File: config.mk
export PLATFORM = sky130hd
export DESIGN_NAME = pulse_stream_fifo_adapter
export DESIGN_NICKNAME = d
export VERILOG_FILES = /design/src/rtl/pulse_stream_fifo_adapter.sv
export SDC_FILE = /design/constraint.sdc
export NUM_CORES = 1
export LEC_CHECK = 0
export CORE_MARGIN = 1.5
export CORE_UTILIZATION = 41
export CTS_CLUSTER_DIAMETER = 100
export DETAILED_ROUTE_END_ITERATION = 10
export PLACE_DENSITY = 0.68
export SETUP_SLACK_MARGIN = 0.02
export SLEW_MARGIN = 5
export SYNTH_ARGS = -nofsm -noshare
export SYNTH_HDL_FRONTEND = slang
export SYNTH_SLANG_ARGS = --single-unit
File: constraint.sdc
create_clock -name clk -period 2.5 [get_ports clk]
set_input_delay 0.375 -clock clk [delete_from_list [all_inputs] [get_ports clk]]
set_output_delay 0.375 -clock clk [all_outputs]
set_load 0.1 [all_outputs]
File: src/rtl/pulse_stream_fifo_adapter.sv
// Buffers single-cycle event pulses in a DEPTH-entry FIFO and presents them as a
// ready/valid stream, with occupancy, drop counting and a selectable overflow policy.
module pulse_stream_fifo_adapter #(
    parameter int TILE_SIZE        = 4,
    parameter int DATA_WIDTH       = 16,
    parameter int DEPTH            = 4,
    parameter int DROP_CNT_W       = 16,
    parameter int OVERWRITE_NEWEST = 0
) (
    input  logic                                   clk,
    input  logic                                   rst_n,
    input  logic                                   pulse_valid,
    input  logic signed [TILE_SIZE*DATA_WIDTH-1:0] pulse_vec,
    output logic                                   out_valid,
    input  logic                                   out_ready,
    output logic signed [TILE_SIZE*DATA_WIDTH-1:0] out_vec,
    output logic [$clog2(DEPTH+1)-1:0]             level,
    output logic                                   full,
    output logic [DROP_CNT_W-1:0]                  drop_cnt,
    output logic                                   overflow,
    input  logic                                   clr_stats
);

    localparam int AW = $clog2(DEPTH);
    localparam int LW = $clog2(DEPTH+1);
    localparam int VW = TILE_SIZE*DATA_WIDTH;

    logic [VW-1:0] mem [DEPTH];
    logic [AW-1:0] wr_ptr;
    logic [AW-1:0] rd_ptr;
    logic          fire;
    logic          push;
    logic          ovf_event;

    // Stream handshake: a beat transfers on any rising edge where out_valid && out_ready;
    // out_valid never drops and out_vec never changes until that beat has transferred.
    assign out_valid = (level != '0);
    assign full      = (level == LW'(DEPTH));
    assign out_vec   = mem[rd_ptr];
    assign fire      = out_valid && out_ready;
    assign push      = pulse_valid && (!full || fire);
    assign ovf_event = pulse_valid && full && !fire;

    always_ff @(posedge clk or negedge rst_n) begin
        if (!rst_n) begin
            for (int i = 0; i < DEPTH; i++) begin
                mem[i] <= '0;
            end
            wr_ptr <= '0;
            rd_ptr <= '0;
            level  <= '0;
        end else begin
            if (push) begin
                mem[wr_ptr] <= pulse_vec;
                wr_ptr      <= wr_ptr + AW'(1);
            end else if (ovf_event && (OVERWRITE_NEWEST != 0)) begin
                // Newest entry is never the head while full because DEPTH >= 2.
                mem[wr_ptr - AW'(1)] <= pulse_vec;
            end
            if (fire) begin
                rd_ptr <= rd_ptr + AW'(1);
            end
            case ({push, fire})
                2'b10:   level <= level + LW'(1);
                2'b01:   level <= level - LW'(1);
                default: level <= level;
            endcase
        end
    end

    // A clear coinciding with an overflow still records that overflow.
    always_ff @(posedge clk or negedge rst_n) begin
        if (!rst_n) begin
            drop_cnt <= '0;
            overflow <= 1'b0;
        end else if (clr_stats) begin
            drop_cnt <= ovf_event ? DROP_CNT_W'(1) : '0;
            overflow <= ovf_event;
        end else if (ovf_event) begin
            if (drop_cnt != '1) begin
                drop_cnt <= drop_cnt + DROP_CNT_W'(1);
            end
            overflow <= 1'b1;
        end
    end

endmodule

==> results.rst, run 1 <==
.. list-table::
   :header-rows: 1

   * - Metric
     - Value
   * - Number of failing hold endpoints at the final stage
     - 0
   * - Setup repair after global routing missed its margin
     - true
   * - Cell count after placement
     - 1290
   * - Sequential cell area fraction in the yosys report
     - 57.00%
   * - Post-detailed-route DRC marker count
     - 0
   * - Relative slew slack
     - 59.25%
   * - Fraction of final layout cells with drive strength greater than 1
     - 52.49%
   * - Full die area
     - 0.03103 mm2
   * - Nature of the critical path endpoint
     - output port
   * - Area of the placeable core
     - 0.02956 mm2
   * - Buffer levels on the longest clock path
     - 3
   * - Length of the first detailed-routing pass in iterations
     - 4
   * - Hold slack
     - 0.4097 ns
   * - Non-filler cells in the finished layout
     - 1352
   * - Clock Sink Count
     - 280
   * - Data required time of the critical path
     - 2.12 ns
   * - Routed len/inst
     - 19.63 um
   * - Critical path fanouts, max
     - 14
   * - Worst clock skew
     - 0.008680 ns
   * - Met2 Resource Use GR
     - 29.02%
   * - Number of pins with negative max-slew slack in the final report
     - 0
   * - Antenna violations before repair
     - 0
   * - Top-area cell type share of the netlist area
     - 57.00%
   * - Post-layout min period
     - 2.481 ns
   * - Filler Cell Count
     - 2402
   * - Number of cells on the worst reg-to-reg path
     - 4
   * - Wire length reported by the detailed router
     - 26.54 mm
   * - Drt first-iter violations
     - 257
   * - Total nets after synthesis
     - 836
   * - Mapped Cells
     - 760
   * - Commonest register cell after synthesis
     - sky130_fd_sc_hd__dfrtp_1
   * - Post-detail-place hpwl
     - 16.33 mm
   * - Total GRT Usage
     - 17.50%
   * - Via-to-Cell Ratio
     - 5.307
   * - CTS root buffer
     - sky130_fd_sc_hd__clkbuf_16
   * - Clock Pin Slew Worst Setup and Hold Paths
     - 0.06 ns
   * - Total Nets Final
     - 1017
   * - Area grow syn2layout
     - 32.79%
   * - Die W
     - 176.1 um
   * - Detailed-route via count
     - 7175
   * - Clock tree from TritonCTS
     - built
   * - Hold crit path type
     - in2async
   * - Achievable frequency
     - 0.4030 GHz
   * - Kind of critical path
     - reg2out
   * - Count of nets left with antenna violations after detail routing
     - 0
   * - Pin count of the biggest net entering global routing
     - 77
   * - Cell types occupying the most area after synthesis
     - sky130_fd_sc_hd__dfrtp_1, sky130_fd_sc_hd__mux2_2, sky130_fd_sc_hd__mux4_2, sky130_fd_sc_hd__buf_2, sky130_fd_sc_hd__ha_1
   * - Number of primary I/O pins
     - 155
   * - Wire length of the first global-routing pass
     - 43.06 mm
   * - Inserted Diodes
     - 0
   * - Floorplan row count
     - 63
   * - Number of flip-flops and latches in the synthesized netlist
     - 280
   * - Post-Syn Area
     - 0.01229 mm2
   * - Total number of yosys warnings
     - 0
   * - Fraction of registers with async set/reset
     - 100.0%
   * - Via count of the first global-routing pass
     - 7695
   * - Initial Utilization
     - 41.58%
   * - Count of different cell masters after synthesis
     - 38
   * - Highest-utilization routing layer at the global route stage
     - met2
   * - Transition time at the pin with the least slew margin
     - 0.6113 ns
   * - Post-synth top area cell
     - sky130_fd_sc_hd__dfrtp_1
   * - Met1 Track Usage GR
     - 24.15%
   * - Setup-failing EPs final
     - 0
   * - PortBufs
     - 154
   * - Utilization after layout
     - 55.22%
   * - Residual overflow from global routing
     - 0
   * - Global-route track usage on met3
     - 2.756%
   * - Crit path arrival time
     - 2.11 ns
   * - # Max-Cap Violations
     - 0
   * - Worst setup slack after layout
     - 0.01876 ns
   * - Chip Height
     - 176.1 um
   * - Synth Area per Inst
     - 16.17 um2
   * - Number of CTS-inserted buffers
     - 31
   * - Startpoint class of the critical path
     - register
   * - # H-tree levels
     - 1
   * - Routability Congestion
     - 0.8029
   * - Clock latency on the worst-skew pair
     - 0.55 ns
   * - Count of flip-flops with a built-in enable after synthesis
     - 0
   * - Placement Setup Slack
     - 0.1055 ns
   * - Final worst-path cycle share
     - 99.25%
   * - Result of the run
     - finished, final reports clean
## critical path: stages, from the launching register on
cell	delay [ns]
sky130_fd_sc_hd__dfrtp_4	0.46
sky130_fd_sc_hd__buf_12	0.14
sky130_fd_sc_hd__buf_16	0.17
sky130_fd_sc_hd__mux4_2	0.57
sky130_fd_sc_hd__buf_12	0.19
## final timing paths
path | startpoint | to | slack (ns)
max | rd_ptr[0]$_DFFE_PN0P_ | out_vec[33] | 0.02
min | rst_n | mem[166]$_DFFE_PN0P_ | 0.41
max reg2reg | level[0]$_DFFE_PN0P_ | drop_cnt[4]$_DFFE_PN0P_ | 0.44
min reg2reg | mem[9]$_DFFE_PN0P_ | mem[9]$_DFFE_PN0P_ | 0.50
max in group asynchronous | rst_n | level[1]$_DFFE_PN0P_ | 1.34
min in group clk | mem[9]$_DFFE_PN0P_ | mem[9]$_DFFE_PN0P_ | 0.50
## sequential cells by signal, summed over array words and instances, names as in the netlist
| name | cells |
|---|---|
| overflow | 1 |
| mem | 256 |
| wr_ptr | 2 |
| rd_ptr | 2 |
| drop_cnt | 16 |
| level | 3 |
## Yosys cell counts (6+ instances only)
cell / n
sky130_fd_sc_hd__dfrtp_1: 280
sky130_fd_sc_hd__mux2_2: 257
sky130_fd_sc_hd__mux4_2: 64
sky130_fd_sc_hd__buf_2: 29
sky130_fd_sc_hd__inv_1: 12
sky130_fd_sc_hd__nand2_1: 10
sky130_fd_sc_hd__nor3_1: 9
sky130_fd_sc_hd__a21oi_1: 8
sky130_fd_sc_hd__o21ai_0: 8
sky130_fd_sc_hd__clkbuf_1: 7
sky130_fd_sc_hd__nand4_1: 7
sky130_fd_sc_hd__ha_1: 6
sky130_fd_sc_hd__nor2_1: 6
sky130_fd_sc_hd__or3_1: 6
## what timing repair did
item                                   in CTS  in global routing
setup buffers                               2                  1
gates resized for setup                     1                  2
hold buffers                                1                  0
cloned                                      1                  3
endpoints found under the hold margin      69                  0
setup endpoints to repair                  58                 58
## through the flow
stage               area, um2  TNS, ns
floorplan               12300        0
global placement        15170        0
detailed placement      15170        0
CTS                     16230  -0.8719
global route            16320   -1.127
finish                  16320        0
## cell usage in the layout (no fill, tap or decap), types with 9 or more instances in the layout
cell,instances
sky130_fd_sc_hd__dfrtp_1,272
sky130_fd_sc_hd__mux2_2,257
sky130_fd_sc_hd__buf_12,79
sky130_fd_sc_hd__clkdlybuf4s50_1,67
sky130_fd_sc_hd__mux4_2,64
sky130_fd_sc_hd__buf_4,34
sky130_fd_sc_hd__clkbuf_16,33
sky130_fd_sc_hd__inv_1,12
sky130_fd_sc_hd__nor3_1,9
## routing by layer
layer / vias up / wire, um
li1: 3233 / -
met1: 3779 / 11790
met2: 126 / 13190
met3: 37 / 1056
met4: 0 / 498
met5: - / 0
## area by class of cell
type / instances / area (um2) / share of cell area, %
tap: 390 / 488.0 / 2.990
inverter: 12 / 45.04 / 0.2760
timing repair buffer: 189 / 2693 / 16.50
clock buffer: 44 / 884.6 / 5.420
multi-input combinational: 427 / 5085 / 31.15
clock inverter: 10 / 107.6 / 0.6593
sequential: 280 / 7019 / 43.00
## logic make-up (layout without fill, tap and decap cells)
logic type,after synthesis,after routing,synth area share [%]
mux,322,322,35.35
xor+xnor,7,7,0.4988
buf+inv,53,255,1.914
simple gates,62,62,2.982
fa+ha+maj,7,7,0.7736
flops,280,280,57.00
compound gates,29,29,1.476
Power of run 1 is left out: the tool's default activity adds up to more than one toggle a clock period on the data nets, which glitch-free logic cannot reach.
==> run 2: changes to the inputs <==
==> constraint.sdc (replaced) <==
create_clock -name clk -period 3 [get_ports clk]
set_input_delay 0.45 -clock clk [delete_from_list [all_inputs] [get_ports clk]]
set_output_delay 0.45 -clock clk [all_outputs]
set_load 0.1 [all_outputs]
==> results.rst, run 2 (synthesized netlist as in run 1, its figures left out) <==
.. list-table::
   :header-rows: 1

   * - Metric
     - Value
   * - Total GRT Usage
     - 16.87% (was 17.50%)
   * - Most used cells in the layout excluding fill and tap cells
     - sky130_fd_sc_hd__dfrtp_1, sky130_fd_sc_hd__mux2_2, sky130_fd_sc_hd__clkdlybuf4s50_1, sky130_fd_sc_hd__mux4_2, sky130_fd_sc_hd__buf_4 (was sky130_fd_sc_hd__dfrtp_1, sky130_fd_sc_hd__mux2_2, sky130_fd_sc_hd__buf_12, sky130_fd_sc_hd__clkdlybuf4s50_1, sky130_fd_sc_hd__mux4_2)
   * - Placement Setup Slack
     - 0.3920 ns (was 0.1055 ns)
   * - Inserted Diodes
     - 0 (unchanged)
   * - Data required time of the critical path
     - 2.55 ns (was 2.12 ns)
   * - Result of the run
     - finished, final reports clean (unchanged)
   * - Startpoint class of the critical path
     - register (unchanged)
   * - Post-detailed-route DRC marker count
     - 0 (unchanged)
   * - PortBufs
     - 154 (unchanged)
   * - Transition time at the pin with the least slew margin
     - 0.7459 ns (was 0.6113 ns)
   * - Post-CTS setup buffer count
     - 0 (was 2)
   * - Wire length of the first global-routing pass
     - 41.77 mm (was 43.06 mm)
   * - Setup-failing EPs final
     - 0 (unchanged)
   * - Detailed-route via count
     - 7102 (was 7175)
   * - Hold crit path type
     - in2async (unchanged)
   * - Reg area
     - 0.007012 mm2 (was 0.007019 mm2)
   * - Worst clock skew
     - 0.01518 ns (was 0.008680 ns)
   * - Number of CTS-inserted buffers
     - 30 (was 31)
   * - Length of the first detailed-routing pass in iterations
     - 4 (unchanged)
   * - Setup TNS Final
     - 0 ns (unchanged)
   * - Wire length reported by the detailed router
     - 25.27 mm (was 26.54 mm)
   * - Routability Congestion
     - 0.7822 (was 0.8029)
   * - Routed len/inst
     - 18.87 um (was 19.63 um)
   * - Achievable frequency
     - 0.3901 GHz
   * - Kind of critical path
     - reg2out (unchanged)
   * - Final worst-path cycle share
     - 85.44%
   * - Nature of the critical path endpoint
     - output port (unchanged)
   * - Clock Sink Count
     - 280 (unchanged)
   * - # H-tree levels
     - 1 (unchanged)
   * - Number of failing hold endpoints at the final stage
     - 0 (unchanged)
   * - Via count of the first global-routing pass
     - 7680 (was 7695)
   * - Startpoint of the most critical register-to-register path
     - level[1]$_DFFE_PN0P_ (was level[0]$_DFFE_PN0P_)
   * - Area of combinational cells with multiple inputs
     - 0.005081 mm2 (was 0.005085 mm2)
   * - Clock tree from TritonCTS
     - built (unchanged)
   * - Full die area
     - 0.03103 mm2 (unchanged)
   * - Critical path fanouts, max
     - 34 (was 14)
   * - Number of pins with negative max-slew slack in the final report
     - 0 (unchanged)
   * - Register name with the most flops
     - mem (unchanged)
   * - Drt first-iter violations
     - 312 (was 257)
   * - Antenna violations before repair
     - 0 (unchanged)
   * - Filler Cell Count
     - 2433 (was 2402)
   * - Launching instance or port of the critical path
     - rd_ptr[0]$_DFFE_PN0P_ (unchanged)
   * - Chip Height
     - 176.1 um (unchanged)
   * - Fraction of final layout cells with drive strength greater than 1
     - 51.53% (was 52.49%)
   * - Total Nets Final
     - 1002 (was 1017)
   * - Worst stage delay on the critical path
     - 0.59 ns (was 0.57 ns)
   * - Relative slew slack
     - 50.28% (was 59.25%)
   * - Initial Utilization
     - 41.58% (unchanged)
   * - Post-detail-place hpwl
     - 15.67 mm (was 16.33 mm)
   * - Utilization after layout
     - 53.18% (was 55.22%)
   * - Area of the placeable core
     - 0.02956 mm2 (unchanged)
   * - Residual overflow from global routing
     - 0 (unchanged)
   * - Die W
     - 176.1 um (unchanged)
   * - Clock latency on the worst-skew pair
     - 0.55 ns (about the same)
   * - Clock Pin Slew Worst Setup and Hold Paths
     - 0.06 ns (about the same)
   * - Worst setup slack after layout
     - 0.4368 ns (was 0.01876 ns)
   * - Area grow syn2layout
     - 27.89% (was 32.79%)
   * - Buffer levels on the longest clock path
     - 3 (unchanged)
   * - Crit path arrival time
     - 2.11 ns (about the same)
   * - # Max-Cap Violations
     - 0 (unchanged)
   * - Largest register FFs
     - 256 (unchanged)
   * - Setup repair after global routing missed its margin
     - false (was true)
   * - Number of primary I/O pins
     - 155 (unchanged)
   * - CTS root buffer
     - sky130_fd_sc_hd__clkbuf_16 (unchanged)
   * - Pin count of the biggest net entering global routing
     - 95 (was 77)
   * - Via-to-Cell Ratio
     - 5.304 (was 5.307)
   * - Slowest stage cell, crit path
     - sky130_fd_sc_hd__mux4_2 (unchanged)
   * - Series of cell instances along the critical path
     - buf_12, mux4_2, buf_4 (was buf_12, buf_16, mux4_2, buf_12)
   * - Count of nets left with antenna violations after detail routing
     - 0 (unchanged)
   * - Post-layout min period
     - 2.563 ns
   * - Registers with the highest flip-flop counts
     - mem (256), drop_cnt (16), level (3) (unchanged)
   * - Floorplan row count
     - 63 (unchanged)
   * - Commonest non-fill, non-tap cell in the layout
     - sky130_fd_sc_hd__dfrtp_1 (unchanged)
run 2: changes by cell type in the layout (fill, tap and decap cells not counted), moves of 2 or more:
cell	previous run	this run
sky130_fd_sc_hd__buf_6	2	0
sky130_fd_sc_hd__clkinv_2	6	8
sky130_fd_sc_hd__buf_16	2	0
sky130_fd_sc_hd__dfrtp_1	272	278
sky130_fd_sc_hd__bufinv_16	2	4
sky130_fd_sc_hd__buf_12	79	44
sky130_fd_sc_hd__clkinv_4	2	0
sky130_fd_sc_hd__clkbuf_16	33	31
sky130_fd_sc_hd__buf_4	34	62
sky130_fd_sc_hd__dfrtp_2	7	1
sky130_fd_sc_hd__clkbuf_1	7	4
run 2: through the flow:
stage,cell area [um2],hold slack (ns),cells
floorplan,12290,0.1544,760
global placement,14660,0.4811,1283
detailed placement,14660,0.4874,1283
CTS,15720,0.5011,1339
global route,15720,0.5047,1339
finish,15720,0.4974,1339
run 2: timing repair:
item / CTS / global route
gates resized for setup: 0 / 0
hold buffers: 1 / 0
endpoints found under the hold margin: 89 / 0
endpoints found under the setup margin: 0 / 0
run 2: worst paths after layout:
path	slack, ns	cells past startpoint	to
worst max-delay path	0.44	3	out_vec[56]
worst min-delay path	0.50	2	mem[169]$_DFFE_PN0P_
worst max register to register	0.81	10	level[2]$_DFFE_PN0P_
worst min register to register	0.50	1	mem[113]$_DFFE_PN0P_
max in group asynchronous	1.65	3	mem[86]$_DFFE_PN0P_
min in group clk	0.50	1	mem[113]$_DFFE_PN0P_
run 2: layout make-up:
type,count,share of cell area (%)
multi-input cells,427,32.32
flip-flops and latches,280,44.60
inverters,12,0.2865
clock inverters,14,1.138
repair buffers,175,12.99
well taps,390,3.104
clock buffers,41,5.556
run 2: layer usage:
metal / up-vias / track usage [%] / routed length, um
met3: 34 / 2.821 / 1113
li1: 3198 / - / -
met2: 124 / 28.18 / 12540
met1: 3746 / 23.05 / 11180
met4: 0 / 3.989 / 437
met5: - / 0 / 0
run 2: worst max-delay path, delay by kind of cell, from the launching register on:
kind / cells / cell delay (ns)
flops: 1 / 0.44
buf+inv: 2 / 0.53
mux: 1 / 0.59
Power of run 2 is left out for the same reason.
==> run 3: changes to the inputs <==
--- a/config.mk
+++ b/config.mk
@@ -8,7 +8,9 @@
 export CORE_MARGIN = 1.5
 export CORE_UTILIZATION = 41
 export CTS_CLUSTER_DIAMETER = 100
+export CTS_CLUSTER_SIZE = 12
 export DETAILED_ROUTE_END_ITERATION = 10
+export MAX_ROUTING_LAYER = met4
 export PLACE_DENSITY = 0.68
 export SETUP_SLACK_MARGIN = 0.02
 export SLEW_MARGIN = 5
==> results.rst, run 3 (synthesized netlist as in run 1, its figures left out) <==
.. list-table::
   :header-rows: 1

   * - Metric
     - Value
   * - Full die area
     - 0.03103 mm2 (unchanged)
   * - Setup-failing EPs final
     - 0 (unchanged)
   * - Combined buffer and inverter count along the critical path
     - 2 (unchanged)
   * - Clock latency on the worst-skew pair
     - 0.53 ns (was 0.55 ns)
   * - Clock tree from TritonCTS
     - built (unchanged)
   * - Register name with the most flops
     - mem (unchanged)
   * - Post-cts repair resize count
     - 0 (unchanged)
   * - Antenna violations before repair
     - 0 (unchanged)
   * - Relative slew slack
     - 50.44% (was 50.28%)
   * - Critical path fanouts, max
     - 34 (unchanged)
   * - Buffer levels on the longest clock path
     - 3 (unchanged)
   * - Slowest stage cell, crit path
     - sky130_fd_sc_hd__mux4_2 (unchanged)
   * - # H-tree levels
     - 1 (unchanged)
   * - Cell type group with the largest total delay on the critical path
     - multiplexers (unchanged)
   * - Filler Cell Count
     - 2468 (was 2433)
   * - Drt first-iter violations
     - 313 (was 312)
   * - Clock Pin Slew Worst Setup and Hold Paths
     - 0.06 ns (about the same)
   * - Inserted Diodes
     - 0 (unchanged)
   * - Total GRT Usage
     - 17.27% (was 16.87%)
   * - Setup TNS Final
     - 0 ns (unchanged)
   * - Data required time of the critical path
     - 2.55 ns (about the same)
   * - Worst setup slack after layout
     - 0.4321 ns (was 0.4368 ns)
   * - Via-to-Cell Ratio
     - 5.371 (was 5.304)
   * - Fraction of final layout cells with drive strength greater than 1
     - 50.43% (was 51.53%)
   * - Registers with the highest flip-flop counts
     - mem (256), drop_cnt (16), level (3) (unchanged)
   * - Initial Utilization
     - 41.58% (unchanged)
   * - Detailed-route via count
     - 7057 (was 7102)
   * - Area grow syn2layout
     - 24.96% (was 27.89%)
   * - Length of the first detailed-routing pass in iterations
     - 5 (was 4)
   * - Area of the placeable core
     - 0.02956 mm2 (unchanged)
   * - Placement Setup Slack
     - 0.3920 ns (unchanged)
   * - Crit path arrival time
     - 2.12 ns (was 2.11 ns)
   * - Result of the run
     - finished, final reports clean (unchanged)
   * - Number of CTS-inserted buffers
     - 27 (was 30)
   * - Setup repair after global routing missed its margin
     - false (unchanged)
   * - Pin count of the biggest net entering global routing
     - 95 (unchanged)
   * - Post-detailed-route DRC marker count
     - 0 (unchanged)
   * - Commonest non-fill, non-tap cell in the layout
     - sky130_fd_sc_hd__dfrtp_1 (unchanged)
   * - Worst clock skew
     - 0.01556 ns (was 0.01518 ns)
   * - Wire length of the first global-routing pass
     - 41.40 mm (was 41.77 mm)
   * - Series of cell instances along the critical path
     - buf_12, mux4_2, buf_4 (unchanged)
   * - Startpoint class of the critical path
     - register (unchanged)
   * - Total Nets Final
     - 999 (was 1002)
   * - Number of failing hold endpoints at the final stage
     - 0 (unchanged)
   * - Post-layout min period
     - 2.568 ns (was 2.563 ns)
   * - Hold-fix buffers, CTS
     - 1 (unchanged)
   * - CTS root buffer
     - sky130_fd_sc_hd__clkbuf_16 (unchanged)
   * - Worst stage delay on the critical path
     - 0.60 ns (was 0.59 ns)
   * - Post-detail-place hpwl
     - 15.67 mm (unchanged)
   * - Via count of the first global-routing pass
     - 7618 (was 7680)
   * - Transition time at the pin with the least slew margin
     - 0.7433 ns (was 0.7459 ns)
   * - Count of nets left with antenna violations after detail routing
     - 0 (unchanged)
   * - Clock Sink Count
     - 280 (unchanged)
   * - Kind of critical path
     - reg2out (unchanged)
   * - Floorplan row count
     - 63 (unchanged)
   * - Largest register FFs
     - 256 (unchanged)
   * - Routability Congestion
     - 0.7930 (was 0.7822)
   * - Nature of the critical path endpoint
     - output port (unchanged)
   * - Wire length reported by the detailed router
     - 25.05 mm (was 25.27 mm)
   * - Most used cells in the layout excluding fill and tap cells
     - sky130_fd_sc_hd__dfrtp_1, sky130_fd_sc_hd__mux2_2, sky130_fd_sc_hd__clkdlybuf4s50_1, sky130_fd_sc_hd__mux4_2, sky130_fd_sc_hd__buf_4 (unchanged)
   * - Number of primary I/O pins
     - 155 (unchanged)
   * - Final worst-path cycle share
     - 85.60% (was 85.44%)
   * - Residual overflow from global routing
     - 0 (unchanged)
   * - PortBufs
     - 154 (unchanged)
   * - # Max-Cap Violations
     - 0 (unchanged)
   * - Post-CTS setup buffer count
     - 0 (unchanged)
   * - Chip Height
     - 176.1 um (unchanged)
   * - Hold crit path type
     - reg2reg (was in2async)
   * - Number of pins with negative max-slew slack in the final report
     - 0 (unchanged)
   * - Achievable frequency
     - 0.3894 GHz (was 0.3901 GHz)
   * - Routed len/inst
     - 19.06 um (was 18.87 um)
   * - Die W
     - 176.1 um (unchanged)
## run 3: routing by layer
| layer | part of all wire (%) | track usage [%] |
|---|---|---|
| met5 | 0 | - |
| met1 | 44 | 22.78 |
| met3 | 4.6 | 3.144 |
| met4 | 1.4 | 3.241 |
| met2 | 50 | 28.22 |
## run 3: final cells by class
cell class | count | area (um2) | share of cell area (%)
Tap cell | 390 | 488.0 | 3.177
Multi-Input combinational cell | 427 | 5081 | 33.08
Clock inverter | 1 | 8.758 | 0.05702
Timing Repair Buffer | 175 | 2042 | 13.29
Clock buffer | 29 | 683.2 | 4.448
Inverter | 12 | 45.04 | 0.2933
Sequential cell | 280 | 7012 | 45.65
## run 3: final timing paths
kind	from	end	slack, ns	depth (start not counted)
max	rd_ptr[0]$_DFFE_PN0P_	out_vec[56]	0.43	3
min	mem[113]$_DFFE_PN0P_	mem[113]$_DFFE_PN0P_	0.50	1
max reg2reg	level[1]$_DFFE_PN0P_	level[2]$_DFFE_PN0P_	0.80	10
min reg2reg	mem[113]$_DFFE_PN0P_	mem[113]$_DFFE_PN0P_	0.50	1
max in group asynchronous	rst_n	mem[121]$_DFFE_PN0P_	1.62	3
min in group asynchronous	rst_n	mem[169]$_DFFE_PN0P_	0.53	2
## run 3: through the flow
step / utilization, % / hold slack (ns) / instance area, um2 / instances
after floorplan: - / 0.1544 / 12290 / 760
after global placement: 49.59 / 0.4811 / 14660 / 1283
after detailed placement: 49.59 / 0.4874 / 14660 / 1283
after CTS: 51.96 / 0.5008 / 15360 / 1314
after global routing: 51.96 / 0.5040 / 15360 / 1314
final: 51.96 / 0.4973 / 15360 / 1314
Power of run 3 is left out for the same reason.
